`src/rtl/pipe_stage_skid_pkg.sv`:
```
// -----------------------------------------------------------------------------
// pipe_stage_skid_pkg
// Shared definitions for the pipeline stage register with skid buffer.
//   pipe_state_e : FSM states; the encoding equals the held-entry count.
//   ZERO_WORD    : 32-bit data reset constant.
// -----------------------------------------------------------------------------
package pipe_stage_skid_pkg;

  typedef enum logic [1:0] {
    PIPE_EMPTY = 2'd0,
    PIPE_BUSY  = 2'd1,
    PIPE_FULL  = 2'd2
  } pipe_state_e;

  localparam logic [31:0] ZERO_WORD = 32'h0000_0000;

endpackage

```
`src/rtl/pipe_stage_skid.sv`:
```
// -----------------------------------------------------------------------------
// pipe_stage_skid
// Pipeline stage register with a 2-entry skid buffer. It moves an opaque
// payload between two stages over valid/ready at one beat per cycle, with a
// registered ready, a system hold and a synchronous flush.
//
// Parameters
//   DATA_W    : payload width, 1..512
//   FLUSH_CLR : 1 = flush also zeroes both data registers
// Ports
//   clk_100MHz  in  : clock, rising edge
//   arst_n      in  : asynchronous active-low reset
//   in_valid_i  in  : upstream payload valid
//   in_ready_o  out : stage can accept (registered, gated by hold_i)
//   in_data_i   in  : upstream payload
//   out_valid_o out : payload valid downstream (registered, gated by hold_i)
//   out_ready_i in  : downstream accepts
//   out_data_o  out : payload downstream (registered)
//   hold_i      in  : system pause, no transfer on either side
//   flush_i     in  : synchronous kill of all held entries
//   occupancy_o out : held entries, 0..2
// -----------------------------------------------------------------------------
module pipe_stage_skid
  import pipe_stage_skid_pkg::*;
#(
  parameter int DATA_W    = 32,
  parameter bit FLUSH_CLR = 1'b1
) (
  input  logic              clk_100MHz,
  input  logic              arst_n,
  input  logic              in_valid_i,
  output logic              in_ready_o,
  input  logic [DATA_W-1:0] in_data_i,
  output logic              out_valid_o,
  input  logic              out_ready_i,
  output logic [DATA_W-1:0] out_data_o,
  input  logic              hold_i,
  input  logic              flush_i,
  output logic [1:0]        occupancy_o
);

  // The 32-bit core word uses the shared zero constant; other widths replicate.
  localparam logic [DATA_W-1:0] DATA_RST =
    (DATA_W == 32) ? DATA_W'(ZERO_WORD) : {DATA_W{1'b0}};

  pipe_state_e       state_q, state_d;
  logic              ready_q, ready_d;
  logic [DATA_W-1:0] main_q,  main_d;
  logic [DATA_W-1:0] skid_q,  skid_d;

  logic main_v;
  logic in_fire;
  logic out_fire;

  // Only hold_i reaches the handshake outputs combinationally; ready is never
  // derived from out_ready_i, which is what the skid entry buys us.
  assign main_v      = (state_q != PIPE_EMPTY);
  assign in_ready_o  = ready_q & ~hold_i;
  assign out_valid_o = main_v  & ~hold_i;
  assign in_fire     = in_valid_i  & in_ready_o;
  assign out_fire    = out_valid_o & out_ready_i;

  assign out_data_o  = main_q;
  assign occupancy_o = state_q;

  always_comb begin
    // NOTE: every signal gets a default first, so no path leaves one unassigned
    // and no latch is inferred.
    state_d = state_q;
    ready_d = ready_q;
    main_d  = main_q;
    skid_d  = skid_q;

    if (flush_i) begin
      // Flush wins over any same-cycle fire: nothing captured, nothing consumed.
      state_d = PIPE_EMPTY;
      ready_d = 1'b1;
      if (FLUSH_CLR) begin
        main_d = DATA_RST;
        skid_d = DATA_RST;
      end
    end else if (!hold_i) begin
      unique case (state_q)
        PIPE_EMPTY: begin
          if (in_fire) begin
            state_d = PIPE_BUSY;
            main_d  = in_data_i;
          end
        end
        PIPE_BUSY: begin
          if (in_fire && out_fire) begin
            main_d = in_data_i;
          end else if (in_fire) begin
            state_d = PIPE_FULL;
            skid_d  = in_data_i;
          end else if (out_fire) begin
            state_d = PIPE_EMPTY;
          end
        end
        PIPE_FULL: begin
          // ready_q is low here, so only the drain can happen.
          if (out_fire) begin
            state_d = PIPE_BUSY;
            main_d  = skid_q;
          end
        end
        default: state_d = PIPE_EMPTY;
      endcase
      ready_d = (state_d != PIPE_FULL);
    end
    // hold_i with no flush: everything keeps its default (frozen).
  end

  // NOTE: state uses non-blocking assignments so all flops sample the same
  // pre-edge values regardless of process ordering.
  // NOTE: the data registers are reset too (not left as don't-care), because
  // out_data_o is observable and must read zero out of reset.
  always_ff @(posedge clk_100MHz or negedge arst_n) begin
    if (!arst_n) begin
      state_q <= PIPE_EMPTY;
      ready_q <= 1'b1;
      main_q  <= DATA_RST;
      skid_q  <= DATA_RST;
    end else begin
      state_q <= state_d;
      ready_q <= ready_d;
      main_q  <= main_d;
      skid_q  <= skid_d;
    end
  end

endmodule

```
`config.mk`:
```
export PLATFORM = sky130hd
export DESIGN_NAME = pipe_stage_skid
export DESIGN_NICKNAME = d
export VERILOG_FILES = /design/src/rtl/pipe_stage_skid_pkg.sv /design/src/rtl/pipe_stage_skid.sv
export SDC_FILE = /design/constraint.sdc
export NUM_CORES = 1
export LEC_CHECK = 0
export CORE_ASPECT_RATIO = 0.8
export CORE_MARGIN = 2
export CORE_UTILIZATION = 51
export CTS_CLUSTER_SIZE = 8
export DETAILED_ROUTE_END_ITERATION = 6
export PLACE_DENSITY_LB_ADDON = 0.15
export SLEW_MARGIN = 10
export SYNTH_ARGS = -nofsm -noshare
export SYNTH_HDL_FRONTEND = slang
export SYNTH_SLANG_ARGS = --single-unit
export TNS_END_PERCENT = 20
```
`constraint.sdc`:
```
create_clock -name clk_100MHz -period 2.6 [get_ports clk_100MHz]
set_input_delay 0.26 -clock clk_100MHz [delete_from_list [all_inputs] [get_ports clk_100MHz]]
set_output_delay 0.26 -clock clk_100MHz [all_outputs]
set_load 0.005 [all_outputs]
```
==> results.cfg <==
[setup_path]
critPathBufInv = 2
timing.rr.start = occupancy_o[0]$_DFFE_PN0N_
r2r_cells = 7
r2r-end = out_data_o[31]$_DFFE_PN0P_
cp_max_fo = 32
cp-end-kind = flop
critPathTopFamily = compound AO/OA/AOI/OAI gates
crit_arrival_ps = 2500
critPathSlowestCell = dfrtp_1
critPathLaunchType = flop
critPathKind = flop to flop
crit_chain = inv_1 > ha_1 > or3b_4 > o21ai_4 > a31oi_4 > buf_4 > o2bb2ai_1
slowest_delay_ps = 490
r2r_slack_ps = 310
cp.required_ps = 2810

[yosys]
synth_top_area_share_pct = 49.3
synth.avg_cell_area_sq_um = 11.4
synth_area_sq_mm = 0.00335
ys_types = 41
ys_seq_area_share_pct = 50.1
synth-async-reset-ratio_pct = 100
synth_nets = 337
synthFlopType = dfrtp_1
synthTopCellsByArea = dfrtp_1 49%, o2bb2ai_2 13%, mux2i_1 9.6%, nand2_1 7.5%, a21oi_1 4.9%
yosysTopAreaCell = dfrtp_1
synth_enable_flop_cells = 0
synth-seq-cells = 67
postSynthCellCount = 295
yosys_warnings = 0

[power_and_ir_drop]
p_total_mw = 2.41
ir_worst_vdd_mv = 0.312
powerDensity_mw_per_mm2 = 552
p_leak_nw = 1.72

[clock_tree]
cts.sinks = 67
cts.clk_slew.worst_paths_ps = 80
cts_buffer_depth = 2
cts_setup_buffers = 0
cts_resized = 0
htree_levels = 3
clk_latency_ps = 340
cts_tree = built
numCtsBuffers = 9
ctsHoldBuffers = 1
cts_root_buffer = clkbuf_8

[sta]
whs_ps = 441
final.setup.tns_ps = 0
fmax_ghz = 0.437
worstMarginPinSlew_ps = 578
finalCriticalPeriod_ps = 2290
period_share_pct = 88.0
maxSlewViolCount = 0
rsz0062_at_grt = no
hold_viol_final = 0
fin_ws_ps = 311
finalSetupViolCount = 0
fin_skew_ps = 4.45
slew_headroom_pct = 61.5

[grt]
grt_pass1_vias = 2667
track_usage_pct = 23.4
grt_max_degree = 33
grt-ovfl-total = 0
antenna_found_initial = 0
grt_pass1_wl_mm = 13.1

[floorplan]
num_rows = 26
fp.dieW_microns = 94.6
core_area_sq_mm = 0.00638
die_area_sq_mm = 0.00724
io_pins = 74
start_util_pct = 52.6
die_h_microns = 76.5

[place]
place_area_sq_mm = 0.00417
gp_congestion = 0.856
pre_cts_slack_ps = 316
dpl.hpwl_mm = 5.06
port_buffers = 73
dp.cells = 444

[drt]
vias = 2564
avgRoutedWirePerCell_microns = 16.8
antenna_left = 0
drc = 0
drt_first_pass_iters = 4
viasPerCell = 5.56
drt_iter0_drc = 131
postRouteWirelength_mm = 7.74

[status]
status = completed

[layout]
utilization_pct = 68.6
drive_above_1_share_pct = 18.0
nNetsFinal = 414
design_area_sq_mm = 0.00437
seq_area_sq_mm = 0.00168
area_growth_pct = 30.5
final_cells = 461
antennaDiodeCount = 0
multi_input_area_sq_mm = 0.00154
fillers = 508

[hold_path]
hp-class = input port to asynchronous set/reset pin

[job]
drv_cap = 0
[report_power, final]
group / switching, mW / internal (mW) / total (mW)
logic: 0.206 / 0.212 / 0.418
registers: 0.0417 / 1.09 / 1.13
clock network: 0.416 / 0.445 / 0.861
total: 0.663 / 1.75 / 2.41
[registers in the layout, summed over array words and instances, names as in the netlist]
signal	cells
out_data_o	32
occupancy_o	2
ready_q	1
skid_q	32
[cells by family after synthesis]
family,count (synthesis),share of synthesized area [%]
buffers and inverters,27,4.55
muxes,32,9.56
DFF,67,50.1
adders and majority gates,4,1.49
and+or+nand+nor,88,12.5
AOI/OAI and AO/OA,77,21.8
[how the worst max path moves through the flow]
stage / start / to / depth (start not counted) / slack, ps
6_report: occupancy_o[0]$_DFFE_PN0N_ / out_data_o[31]$_DFFE_PN0P_ / 7 / 310
5_1_grt: occupancy_o[0]$_DFFE_PN0N_ / out_data_o[31]$_DFFE_PN0P_ / 7 / 220
4_1_cts: occupancy_o[0]$_DFFE_PN0N_ / out_data_o[31]$_DFFE_PN0P_ / 7 / 310
3_5_place_dp: occupancy_o[0]$_DFFE_PN0N_ / out_data_o[31]$_DFFE_PN0P_ / 7 / 320
3_3_place_gp: occupancy_o[0]$_DFFE_PN0N_ / out_data_o[31]$_DFFE_PN0P_ / 7 / 390
2_1_floorplan: occupancy_o[0]$_DFFE_PN0N_ / out_data_o[14]$_DFFE_PN0P_ / 7 / 610
[routing by layer]
metal,GRT usage [%],vias to the layer above,wire (microns)
li1,-,1207,-
met2,36.3,68,3640
met3,6.23,10,391
met1,31.8,1279,3600
met4,7.83,0,97
met5,0,-,0
[synthesized netlist by cell type, types with 2 or more instances]
cell type,number
dfrtp_1,66
nand2_1,67
ha_1,4
a31oi_1,2
o211ai_1,2
nor2_1,3
nor2b_1,2
o2bb2ai_1,3
clkbuf_1,9
a21oi_1,33
buf_6,6
o2bb2ai_2,29
inv_1,6
buf_2,5
mux2i_1,32
[area by class of cell]
| type | instances | area share (%) |
|---|---|---|
| clock inverter | 6 | 1.49 |
| tap | 84 | 2.40 |
| clock buffer | 10 | 2.92 |
| timing repair buffer | 87 | 19.1 |
| inverter | 6 | 0.515 |
| sequential | 67 | 38.4 |
| multi-input combinational | 201 | 35.3 |
[cell usage in the layout (no fill, tap or decap), drive strengths merged, types with 2 or more instances in the layout]
| master | n |
|---|---|
| a21oi | 33 |
| a31oi | 3 |
| buf | 14 |
| clkbuf | 10 |
| clkdlybuf4s50 | 72 |
| clkinv | 3 |
| dfrtp | 66 |
| ha | 4 |
| inv | 7 |
| mux2i | 32 |
| nand2 | 67 |
| nand3 | 2 |
| nand4 | 2 |
| nor2 | 3 |
| nor2b | 2 |
| nor4b | 2 |
| o211ai | 2 |
| o21ai | 2 |
| o2bb2ai | 32 |
[worst register-to-register path, delay by kind of cell (launching register included)]
kind / cells / cell delay [ps]
DFF: 1 / 490
buffers and inverters: 2 / 420
AOI/OAI and AO/OA: 3 / 510
adders and majority gates: 1 / 290
and+or+nand+nor: 1 / 460
(Power assumes the default switching activity.)
